File: src/rtl/fifo_rd_stream_adapter_pkg.sv
// Shared constants and pointer helper for the FIFO read-side stream adapter.
// FWFT_DEPTH sizes the skid queue that covers the one-clock dpram read latency.
package fifo_rd_stream_adapter_pkg;

  localparam int FWFT_DEPTH = 3;
  localparam int PTR_W      = 2;
  localparam int OCC_W      = 2;

  // Circular pointer step with wrap at FWFT_DEPTH (2 -> 0).
  function automatic logic [PTR_W-1:0] nextPtr(input logic [PTR_W-1:0] ptr);
    return (ptr == PTR_W'(FWFT_DEPTH - 1)) ? '0 : ptr + PTR_W'(1);
  endfunction

endpackage

File: src/rtl/fifo_rd_stream_adapter_fwft_reg_queue.sv
// Three-entry register queue that buffers words returned by the FIFO read port.
// The head entry is presented directly, so the stream side sees it without extra latency.
module fwft_reg_queue
  import fifo_rd_stream_adapter_pkg::*;
#(
  parameter int DataWidth = 18
) (
  input  logic                 clk,
  input  logic                 rst_n,
  input  logic                 i_push,
  input  logic [DataWidth-1:0] i_pushData,
  input  logic                 i_pop,
  input  logic                 i_flush,
  output logic [OCC_W-1:0]     o_occ,
  output logic [DataWidth-1:0] o_head
);

  logic [DataWidth-1:0] r_mem [FWFT_DEPTH];
  logic [PTR_W-1:0]     r_wrPtr;
  logic [PTR_W-1:0]     r_rdPtr;
  logic [OCC_W-1:0]     r_occ;

  // Flush discards both pointers and the count; entry contents are left stale.
  always_ff @(posedge clk or negedge rst_n) begin
    if (!rst_n) begin
      for (int i = 0; i < FWFT_DEPTH; i++) begin
        r_mem[i] <= '0;
      end
      r_wrPtr <= '0;
      r_rdPtr <= '0;
      r_occ   <= '0;
    end else if (i_flush) begin
      r_wrPtr <= '0;
      r_rdPtr <= '0;
      r_occ   <= '0;
    end else begin
      if (i_push) begin
        r_mem[r_wrPtr] <= i_pushData;
        r_wrPtr        <= nextPtr(r_wrPtr);
      end
      if (i_pop) begin
        r_rdPtr <= nextPtr(r_rdPtr);
      end
      if (i_push && !i_pop) begin
        r_occ <= r_occ + OCC_W'(1);
      end else if (!i_push && i_pop) begin
        r_occ <= r_occ - OCC_W'(1);
      end
    end
  end

  assign o_occ  = r_occ;
  assign o_head = r_mem[r_rdPtr];

endmodule

File: src/rtl/fifo_rd_stream_adapter.sv
// Drains a FIFO read port (q valid one clock after rd) into a first-word-fall-through
// valid/ready stream; reads are issued on credit so m_ready never reaches fifo_rd.
module fifo_rd_stream_adapter
  import fifo_rd_stream_adapter_pkg::*;
#(
  parameter int data_width = 18
) (
  input  logic                  clk,
  input  logic                  rst_n,
  input  logic [data_width-1:0] fifo_q,
  input  logic                  fifo_empty,
  output logic                  fifo_rd,
  input  logic                  flush,
  output logic [data_width-1:0] m_data,
  output logic                  m_valid,
  input  logic                  m_ready,
  output logic [1:0]            level
);

  logic             r_active;
  logic             r_inflight;
  logic [OCC_W-1:0] w_occ;
  logic [OCC_W:0]   w_credit;
  logic             w_rd;
  logic             w_pop;

  // Buffered plus in-flight words must leave room for the word a new read will return.
  assign w_credit = {1'b0, w_occ} + {{OCC_W{1'b0}}, r_inflight};
  assign w_rd     = r_active && !fifo_empty && !flush
                    && (w_credit < (OCC_W + 1)'(FWFT_DEPTH));
  assign w_pop    = m_valid && m_ready;

  // r_active holds reads off until the first edge after reset release.
  always_ff @(posedge clk or negedge rst_n) begin
    if (!rst_n) begin
      r_active   <= 1'b0;
      r_inflight <= 1'b0;
    end else begin
      r_active   <= 1'b1;
      r_inflight <= w_rd;
    end
  end

  fwft_reg_queue #(
    .DataWidth(data_width)
  ) u_queue (
    .clk       (clk),
    .rst_n     (rst_n),
    .i_push    (r_inflight),
    .i_pushData(fifo_q),
    .i_pop     (w_pop),
    .i_flush   (flush),
    .o_occ     (w_occ),
    .o_head    (m_data)
  );

  assign fifo_rd = w_rd;
  assign m_valid = (w_occ != '0);
  assign level   = w_occ;

endmodule
File: config.mk
export PLATFORM = sky130hd
export DESIGN_NAME = fifo_rd_stream_adapter
export DESIGN_NICKNAME = d
export VERILOG_FILES = /design/src/rtl/fifo_rd_stream_adapter_pkg.sv /design/src/rtl/fifo_rd_stream_adapter_fwft_reg_queue.sv /design/src/rtl/fifo_rd_stream_adapter.sv
export SDC_FILE = /design/constraint.sdc
export NUM_CORES = 1
export LEC_CHECK = 0
export ABC_AREA = 1
export CORE_MARGIN = 2
export CORE_UTILIZATION = 50
export CTS_CLUSTER_SIZE = 30
export DETAILED_ROUTE_END_ITERATION = 8
export PLACE_DENSITY = 0.75
export SLEW_MARGIN = 5
export SYNTH_ARGS = -nofsm -noshare
export SYNTH_HDL_FRONTEND = slang
export SYNTH_SLANG_ARGS = --single-unit
File: constraint.sdc
create_clock -name clk -period 2.1 [get_ports clk]
set_input_delay 0.315 -clock clk [delete_from_list [all_inputs] [get_ports clk]]
set_output_delay 0.315 -clock clk [all_outputs]
set_load 0.03 [all_outputs]
==> metrics.yaml, run 1 <==
status:
  status: "completed"
clock_network:
  cts-root-buf: "clkbuf_8"
  cts_buffer_depth: 2
  cts_tree: "done"
  cts_sinks: 62
  clock_latency_ns: 0.34
  cts.clk_slew.worst_paths_ns: 0.07
  cts_buffers: 9
  cts.htree.levels: 3
die:
  io_pins: 45
  rows: 27
  initial_core_util_pct: 52.24
  fp.dieH_um: 80.08
  core_area_um2: 5540
  die_area_um2: 6413
  fp.dieW_um: 80.08
sta:
  timing.final.crit_share_pct: 95.35
  slew_violations: 0
  skew_ns: 0.01142
  rsz0062_at_grt: "no"
  setup_tns_ns: 0
  finalHoldViolCount: 0
  finalSetupViolCount: 0
  whs_ns: 0.4394
  period_needed_ns: 2.002
  fmax_mhz: 499.4
detailed_routing:
  vias_per_cell: 5.168
  antenna_left: 0
  post_drt_wl_per_cell_um: 13.76
  drc_errors: 0
  drtPass1Iterations: 4
  wl_um: 6232
  drt-initial-drc-count: 155
  via_count: 2341
placed_design:
  port_buffers: 44
  place_congestion: 0.7527
  post-dp-hpwl_um: 4319
logic_synthesis:
  synth_nets: 344
  synth_top_area_share_pct: 53.61
  yosysTopAreaCell: "dfrtp_1"
  ys_top_cells_by_area: "dfrtp_1, nand2_1, o21ai_2"
  ys_warn_count: 0
  synth-seq-cells: 62
  seq_area_frac_synth_pct: 53.61
  synth.avg_cell_area_um2: 9.072
  syn_area_um2: 2894
  ys_types: 23
  syn_inst: 319
worst_setup_path:
  critPathMaxFanout: 7
  end_kind: "output pin"
  r2r_slack_ns: 0.70
  worstPathRequired_ns: 1.78
  crit_arrival_ns: 1.69
  worstReg2RegStart: "r_inflight$_DFF_PN0_"
  reg2reg_to: "u_queue.r_mem[44]$_DFFE_PN0P_"
  crit_type: "flop to output pin"
  worst_r2r_path_depth: 6
  critPathLaunchType: "flop"
global_route:
  globalRouteOverflowTotal: 0
  grt_pass1_wl_um: 10890
  track_usage_pct: 22.15
  grt_pass1_vias: 2326
  grt_max_degree: 46
  antenna_found_initial: 0
cells_and_area:
  multi_input_area_um2: 1131
  syn2layout_area_growth_pct: 25.12
  fillers: 471
  utilization_pct: 65.36
  layout-drive-gt1-share_pct: 23.10
  layout.area.seq_um2: 1553
  antennaDiodeCount: 0
  nets: 401
pwr:
  p_leak_nw: 1.758
  p_seq_share_pct: 42.9
  p_comb_share_pct: 25.1
  p_switching_w: 0.001076
  ir_worst_vdd_mv: 0.4819
  p_int_w: 0.002250
  swShare_pct: 32.36
  power_density_nw_per_um2: 918.8
  p_clk_share_pct: 32.0
worst_hold_path:
  hold_class: "input port to async pin"
job:
  maxCapViolations: 0
metrics by stage:
step | area (µm²) | instances | power (W) | setup WS (ns)
2_1_floorplan | 2899 | 319 | 0.001955 | 0.1950
3_3_place_gp | 3396 | 435 | 0.002260 | 0.3567
3_5_place_dp | 3396 | 435 | 0.002282 | 0.3221
4_1_cts | 3612 | 452 | 0.003349 | 0.0001638
5_1_grt | 3621 | 453 | 0.003497 | 0.02526
6_report | 3621 | 453 | 0.003327 | 0.09762
cells by family (layout without fill, tap and decap cells):
family | Yosys count | count (layout) | synth area share [%]
and+or+nand+nor | 155 | 155 | 24.25
DFF | 62 | 62 | 53.61
AOI/OAI and AO/OA | 58 | 58 | 13.66
buffers and inverters | 41 | 103 | 7.479
adders and majority gates | 2 | 2 | 0.8645
other | 1 | 1 | 0.1296
critical path: stages, from the launching register on:
cell      delay, ns
dfrtp_2        0.45
ha_1           0.21
ha_1           0.28
a211oi_2       0.21
buf_4          0.20
cells in the mapped netlist:
cell and n:
nand3_1 40, clkinv_1 1, dfrtp_1 62, inv_2 1, o21ai_0 2, nand3_4 3
conb_1 1, buf_6 7, buf_2 2, ha_1 2, nand4_1 5, clkbuf_1 4
nor2_4 1, nor2_2 2, nor2_1 1, o22ai_1 1, o21ai_1 27, buf_4 2
a211oi_1 1, o21ai_2 27, nand3b_1 1, nand2_1 102, inv_1 24
state kept, by name (all words and copies together) (netlist names):
register	flops
u_queue.r_wrPtr	2
r_inflight	1
u_queue.r_rdPtr	2
u_queue.r_mem	54
u_queue.o_occ	2
r_active	1
worst max-delay path by stage:
stage	from	slack [ns]	endpoint	depth (start not counted)
global placement	flush	0.36	u_queue.r_mem[46]$_DFFE_PN0P_	6
CTS	u_queue.o_occ[0]$_DFFE_PN0P_	0.0002	fifo_rd	4
global route	u_queue.o_occ[0]$_DFFE_PN0P_	0.03	fifo_rd	4
finish	u_queue.o_occ[0]$_DFFE_PN0P_	0.1	fifo_rd	4
floorplan	u_queue.o_occ[0]$_DFFE_PN0P_	0.19	fifo_rd	3
detailed placement	flush	0.32	u_queue.r_mem[44]$_DFFE_PN0P_	6
final cells by class:
cell class | count | share of cell area [%]
clock buffers | 10 | 3.801
clock inverters | 6 | 1.900
inverters | 26 | 2.695
multi-input cells | 216 | 31.24
flip-flops and latches | 62 | 42.88
well taps | 72 | 2.488
repair buffers | 61 | 15.00
repair_timing:
action	CTS	global route
hold endpoints to repair	17	0
resized for setup	0	1
setup buffers	0	1
setup endpoints to repair	0	2
hold buffers	1	0
power by group through the flow:
stage / logic (W) / registers, W / clock network [W]
6_report: 0.000834 / 0.00143 / 0.00107
3_3_place_gp: 0.000819 / 0.00144 / 0
2_1_floorplan: 0.000529 / 0.00143 / 0
4_1_cts: 0.000842 / 0.00142 / 0.00108
5_1_grt: 0.000916 / 0.00144 / 0.00114
3_5_place_dp: 0.000838 / 0.00144 / 0
routing by layer:
layer	GRT usage (%)	vias to the layer above	wire length, µm
met5	0	-	0
met3	6.629	6	290
met2	37.08	52	3083
li1	-	1162	-
met4	5.593	0	62
met1	28.18	1121	2797
cells in the final DEF, fill, tap and decap left out, types with 2 or more instances in the layout:
master           instances
clkbuf_8                10
clkdlybuf4s50_1         24
nand3_4                  3
clkinvlp_4               4
buf_4                   33
o21ai_0                  2
ha_1                     2
nand4_1                  5
o21ai_2                 27
nand3_1                 40
nand2_1                102
buf_12                   2
inv_1                   24
dfrtp_1                 61
o21ai_1                 27
nor2_2                   2
Power figures use the tool's default switching activity.
==> inputs of run 2 (changes only) <==
--- a/config.mk
+++ b/config.mk
@@ -5,7 +5,6 @@
 export SDC_FILE = /design/constraint.sdc
 export NUM_CORES = 1
 export LEC_CHECK = 0
-export ABC_AREA = 1
 export CORE_MARGIN = 2
 export CORE_UTILIZATION = 50
 export CTS_CLUSTER_SIZE = 30
==> run 2 against run 1 <==
The flow now finishes with violations (setup timing). Hold slack better by 0.061 ns. Setup slack worse by 0.14 ns. Sequential cell count unchanged.
==> metrics.yaml, run 2 <==
logic_synthesis:
  yosysTopAreaCell: "dfrtp_1"
  synthSimpleGateAreaFrac_pct: 7.668  # -17 points
  ys.flop_type: "dfrtp_1"
  synth_most_common_cell: "dfrtp_1"
  synthAdderAreaFrac_pct: 0.8865  # +0.022 points
  synth-xor-area-share_pct: 0  # unchanged
  synth-seq-cells: 62  # unchanged
  ys_warn_count: 0  # unchanged
  ys_top_cells_by_area: "dfrtp_1, mux2_2, mux2i_1"
  synth_top_family_by_area: "multiplexers"
  seq_area_frac_synth_pct: 54.96  # +1.4 points
  synth_compound_area_share_pct: 4.344  # -9.3 points
  synth_mux_area_share_pct: 29.03  # +29 points
  yosys-top-cells-count: "dfrtp_1, mux2_2, mux2i_1, nand2_1, o21ai_0"
  syn_inst: 214  # -33%
  async_flop_share_pct: 100.0  # unchanged
  synth.avg_cell_area_um2: 13.19  # +45%
  synth_edf_count: 0  # unchanged
  synth_top_area_share_pct: 54.96  # +1.4 points
  synth_nets: 239  # -31%
  syn_area_um2: 2823  # -2.5%
  ys_types: 27  # +17%
sta:
  slew_violations: 0  # unchanged
  whs_ns: 0.5001  # +0.06072 ns
  timing.final.crit_share_pct: 101.9  # +6.5 points
  rsz0062_at_grt: "yes"
  maxSlewHeadroom_pct: 59.74
  fmax_mhz: 467.4  # -6.4%
  tightest_slew_ns: 0.6039
  skew_ns: 0.007719  # -0.003697 ns
  finalSetupViolCount: 1  # +1
  worst_slack_ns: -0.03944  # -0.1371 ns
  finalHoldViolCount: 0  # unchanged
  period_needed_ns: 2.139  # +0.1371 ns
cells_and_area:
  antennaDiodeCount: 0  # unchanged
  syn2layout_area_growth_pct: 27.57
  multi_input_area_um2: 1242  # +9.8%
  layout_commonest_cell: "dfrtp_1"
  final_cell_mix: "dfrtp_1, mux2_2, buf_4, clkdlybuf4s50_1"
  layout.area.seq_um2: 1553  # unchanged
  fillers: 438  # -7.0%
  layout-drive-gt1-share_pct: 41.22  # +18 points
  nets: 299  # -25%
  largest_register_ffs: 54  # unchanged
  stdcell_area_um2: 3601  # -0.55%
  top_register: "u_queue.r_mem"
  utilization_pct: 65.80  # +0.44 points
worst_setup_path:
  worst_r2r_path_depth: 6  # unchanged
  worstPathRequired_ns: 1.78  # about the same
  reg2reg_to: "u_queue.r_mem[19]$_DFFE_PN0P_"
  critPathMaxFanout: 2  # -5
  critPathLaunchType: "flop"
  end_kind: "output pin"
  crit_arrival_ns: 1.82  # +0.13 ns
  r2r_slack_ns: 0.44  # -0.26 ns
  worstReg2RegStart: "r_inflight$_DFF_PN0_"
  crit_type: "flop to output pin"
global_route:
  globalRouteOverflowTotal: 0  # unchanged
  grt_pass1_vias: 1893  # -19%
  antenna_found_initial: 0  # unchanged
  grt_max_degree: 38  # -17%
  track_usage_pct: 19.04  # -3.1 points
  grt_pass1_wl_um: 8990  # -17%
die:
  rows: 27  # unchanged
  io_pins: 45  # unchanged
  core_area_um2: 5473  # -1.2%
  fp.dieH_um: 79.14  # -1.2%
  fp.dieW_um: 79.14  # -1.2%
  die_area_um2: 6262  # -2.3%
  initial_core_util_pct: 51.58  # -0.66 points
clock_network:
  cts-root-buf: "clkbuf_8"
  cts.clk_slew.worst_paths_ns: 0.06  # about the same
  clock_latency_ns: 0.33  # about the same
  cts_buffers: 9  # unchanged
  cts_tree: "done"
  cts.htree.levels: 3  # unchanged
  cts_sinks: 62  # unchanged
  cts_buffer_depth: 2  # unchanged
detailed_routing:
  drt-initial-drc-count: 121  # -22%
  post_drt_wl_per_cell_um: 15.04  # +9.3%
  drc_errors: 0  # unchanged
  vias_per_cell: 5.350  # +3.5%
  via_count: 1878  # -20%
  antenna_left: 0  # unchanged
  wl_um: 5280  # -15%
  drtPass1Iterations: 4  # unchanged
pwr:
  ir_worst_vdd_mv: 0.4186  # -13%
  power_density_nw_per_um2: 843.9  # -8.2%
  p_leak_nw: 1.608  # -8.6%
worst_hold_path:
  min_from: "u_queue.r_mem[5]$_DFFE_PN0P_"
  holdPathEnd: "u_queue.r_mem[5]$_DFFE_PN0P_"
  hold_class: "flop to flop"
  hold_path_depth: 1
status:
  violations: "setup timing"
  status: "finished, violations left"
placed_design:
  place_congestion: 0.7289  # -3.2%
  placed_area_um2: 3374  # -0.63%
  port_buffers: 44  # unchanged
  post-dp-hpwl_um: 3541  # -18%
job:
  maxCapViolations: 0  # unchanged
## run 2: cell types whose count changed in the layout (fill, tap and decap cells not counted), moves of 18 or more
cell	previous run	this run
o21ai_2	27	0
nand3_1	40	0
o21ai_0	2	20
inv_1	24	0
mux2i_1	0	20
nand2_1	102	20
mux2_2	0	54
o21ai_1	27	0
## run 2: per-stage QoR
stage	setup WS [ns]	TNS [ns]	power, W	instances
finish	-0.03944	-0.03944	0.003039	351
global route	-0.08803	-0.08803	0.003182	351
CTS	-0.09531	-0.09531	0.003073	350
detailed placement	0.04094	0	0.002135	333
global placement	0.04816	0	0.002114	333
floorplan	0.03631	0	0.001849	214
## run 2: worst max path at each step
stage / from / endpoint / slack (ns) / depth (start not counted)
5_1_grt: r_inflight$_DFF_PN0_ / fifo_rd / -0.09 / 5
2_1_floorplan: u_queue.o_occ[0]$_DFFE_PN0P_ / fifo_rd / 0.04 / 4
6_report: r_inflight$_DFF_PN0_ / fifo_rd / -0.04 / 5
3_3_place_gp: flush / fifo_rd / 0.05 / 4
3_5_place_dp: flush / fifo_rd / 0.04 / 4
4_1_cts: u_queue.o_occ[0]$_DFFE_PN0P_ / fifo_rd / -0.1 / 5
## run 2: cell families after synthesis
logic type / after synthesis
other: 1
muxes: 75
DFF: 62
buffers and inverters: 11
and+or+nand+nor: 39
adders and majority gates: 2
AOI/OAI and AO/OA: 24
## run 2: final cells by class
type | count | share of cell area (%)
multi-input combinational | 141 | 34.50
sequential | 62 | 43.12
clock inverter | 3 | 0.5212
clock buffer | 13 | 4.413
timing repair buffer | 60 | 14.94
tap | 72 | 2.502
## run 2: critical path, stage by stage (launching register included)
cell and delay [ns]:
dfrtp_1 0.41, ha_4 0.18, ha_4 0.14, or4b_4 0.49, a21oi_4 0.14, buf_6 0.14
## run 2: metal layers
layer	GRT usage [%]	vias to the layer above	wire length (µm)
met1	25.06	961	2423
met2	29.32	34	2556
met5	0	-	0
li1	-	874	-
met3	3.977	9	175
met4	10.86	0	125
## run 2: power breakdown
group / total, W / switching (W) / internal, W
clock network: 0.000929 / 0.000438 / 0.000492
registers: 0.00142 / 0.0000740 / 0.00134
logic: 0.000691 / 0.000367 / 0.000325
total: 0.00304 / 0.000879 / 0.00216
## run 2: repair_timing
| item | 4_1_cts | 5_1_grt |
|---|---|---|
| gates resized for setup | 7 | 0 |
| endpoints found under the setup margin | 1 | 1 |
| pin swaps | 2 | 1 |
| hold buffers | 1 | 0 |
| hold endpoints to repair | 17 | 0 |
| setup buffers | 0 | 1 |
==> inputs of run 3 (changes only) <==
==> constraint.sdc (replaced) <==
create_clock -name clk -period 2.7 [get_ports clk]
set_input_delay 0.405 -clock clk [delete_from_list [all_inputs] [get_ports clk]]
set_output_delay 0.405 -clock clk [all_outputs]
set_load 0.03 [all_outputs]
==> run 3 against run 2 <==
The run now ends clean. Global-route usage is 0.76 points higher. Clock-buffer cell count stayed put. Sequential power is 22% lower. Via count is 2.8% lower. Sequential cell count stayed put. Critical path depth stayed put. Core utilization is 1.0 points lower. Non-clock buffer count is 3 lower. Clock skew is 0.0022 ns lower. First-iteration DRC count is 22% lower. Critical path type unchanged. Setup slack better by 0.22 ns.
==> metrics.yaml, run 3 (synthesized netlist as in run 2, its figures left out) <==
cells_and_area:
  layout_commonest_cell: "dfrtp_1"
  fillers: 450  # +2.7%
  top_register: "u_queue.r_mem"
  syn2layout_area_growth_pct: 25.62
  final_cell_mix: "dfrtp_1, mux2_2, buf_4, clkdlybuf4s50_1"
  fin_cells: 348  # -0.85%
  layout-drive-gt1-share_pct: 40.58  # -0.64 points
  antennaDiodeCount: 0  # unchanged
  stdcell_area_um2: 3546  # -1.5%
  largest_register_ffs: 54  # unchanged
  layout.area.seq_um2: 1553  # unchanged
  nets: 296  # -1.0%
  multi_input_area_um2: 1206  # -2.9%
clock_network:
  cts.clk_slew.worst_paths_ns: 0.07  # about the same
  cts_tree: "done"
  cts_buffers: 9  # unchanged
  cts_buffer_depth: 2  # unchanged
  post-cts-setup-buffers: 0  # unchanged
  cts_resized: 0  # -7
  cts_sinks: 62  # unchanged
  cts-root-buf: "clkbuf_8"
  clock_latency_ns: 0.34  # about the same
  cts.htree.levels: 3  # unchanged
  holdBufCountCts: 0  # -1
worst_setup_path:
  end_kind: "output pin"
  crit_slowest_cell: "or4b_2"
  crit_arrival_ns: 2.12  # +0.30 ns
  worstPathRequired_ns: 2.30  # +0.52 ns
  cp_common_cell: "ha_1"
  crit_type: "flop to output pin"
  slowest_delay_ns: 0.61  # +0.12 ns
  path_cells: "ha_1 > ha_1 > or4b_2 > a21oi_2 > buf_4"
  critPathLaunchType: "flop"
  critPathMaxFanout: 8  # +6
detailed_routing:
  drc_errors: 0  # unchanged
  post_drt_wl_per_cell_um: 15.69  # +4.3%
  vias_per_cell: 5.247  # -1.9%
  via_count: 1826  # -2.8%
  drtPass1Iterations: 4  # unchanged
  drt-initial-drc-count: 94  # -22%
  wl_um: 5460  # +3.4%
  antenna_left: 0  # unchanged
die:
  rows: 27  # unchanged
  fp.dieH_um: 79.14  # unchanged
  initial_core_util_pct: 51.58  # unchanged
  fp.dieW_um: 79.14  # unchanged
  die_area_um2: 6262  # unchanged
  core_area_um2: 5473  # unchanged
  io_pins: 45  # unchanged
job:
  maxCapViolations: 0  # unchanged
sta:
  maxSlewHeadroom_pct: 63.25  # +3.5 points
  rsz0062_at_grt: "no"
  setup_tns_ns: 0  # +0.03944 ns
  slew_violations: 0  # unchanged
  period_needed_ns: 2.523
  skew_ns: 0.005533  # -0.002186 ns
  finalHoldViolCount: 0  # unchanged
  fmax_mhz: 396.3
  whs_ns: 0.04918  # -0.4509 ns
  finalSetupViolCount: 0  # -1
  timing.final.crit_share_pct: 93.45
  tightest_slew_ns: 0.5512  # -0.05274 ns
global_route:
  antenna_found_initial: 0  # unchanged
  grt_pass1_wl_um: 9273  # +3.1%
  globalRouteOverflowTotal: 0  # unchanged
  grt_max_degree: 26  # -32%
  grt_pass1_vias: 1893  # unchanged
  track_usage_pct: 19.80  # +0.76 points
status:
  status: "completed"
pwr:
  p_comb_share_pct: 22.1  # -0.7 points
  p_switching_w: 0.0006897  # -21%
  p_clk_share_pct: 31.6  # +1.0 points
  p_int_w: 0.001698  # -21%
  swShare_pct: 28.88  # -0.029 points
  p_seq_share_pct: 46.3  # -0.4 points
  ir_worst_vdd_mv: 0.4576  # +9.3%
  p_leak_nw: 1.590  # -1.1%
  power_density_nw_per_um2: 673.5  # -20%
placed_design:
  place_congestion: 0.7370  # +1.1%
  port_buffers: 44  # unchanged
  placed_area_um2: 3354  # -0.59%
  dp.cells: 332  # -0.30%
  post-dp-hpwl_um: 3714  # +4.9%
worst_hold_path:
  hold_class: "input port to async pin"
[run 3: through the flow]
stage          utilization [%]  setup slack (ns)  power, W
2_1_floorplan                -            0.2516  0.001436
3_3_place_gp             61.29            0.4586  0.001642
3_5_place_dp             61.29            0.4263  0.001657
4_1_cts                  64.70           0.05969  0.002413
5_1_grt                  64.79           0.07691  0.002499
6_report                 64.79            0.1768  0.002388
[run 3: critical path: cells and delay by family, from the launching register on]
kind	cells	cell delay (ns)
compound gates	1	0.15
fa+ha+maj	2	0.38
buf+inv	1	0.18
flops	1	0.47
simple gates	1	0.61
[run 3: worst paths after layout]
| check | start | end | slack [ns] | cells after the start |
|---|---|---|---|---|
| max in group asynchronous | rst_n | u_queue.r_mem[21]$_DFFE_PN0P_ | 1.96 | 2 |
| min in group clk | u_queue.r_mem[40]$_DFFE_PN0P_ | u_queue.r_mem[40]$_DFFE_PN0P_ | 0.51 | 1 |
| min | rst_n | u_queue.r_mem[28]$_DFFE_PN0P_ | 0.05 | 1 |
| min reg2reg | u_queue.r_mem[40]$_DFFE_PN0P_ | u_queue.r_mem[40]$_DFFE_PN0P_ | 0.51 | 1 |
| max reg2reg | r_inflight$_DFF_PN0_ | r_inflight$_DFF_PN0_ | 1.01 | 4 |
| max | r_inflight$_DFF_PN0_ | fifo_rd | 0.18 | 5 |
[run 3: area by class of cell]
type                       instances  share of cell area, %
sequential                        62                  43.79
multi-input combinational        141                  34.02
timing repair buffer              57                  14.40
clock buffer                      13                  4.764
tap                               72                  2.541
clock inverter                     3                 0.4940
[run 3: per-layer routing]
layer / GRT usage [%] / vias to the layer above / wire length [µm]
met5: 0 / - / 0
met2: 32.63 / 33 / 2654
li1: - / 871 / -
met4: 8.793 / 0 / 121
met3: 5.227 / 10 / 199
met1: 24.51 / 912 / 2484
[run 3: power by group through the flow]
stage          Sequential, W  Combinational, W  Clock (W)
2_1_floorplan        0.00111          0.000330          0
5_1_grt              0.00112          0.000570   0.000808
3_5_place_dp         0.00112          0.000534          0
3_3_place_gp         0.00112          0.000526          0
4_1_cts              0.00111          0.000536   0.000771
6_report             0.00111          0.000528   0.000755
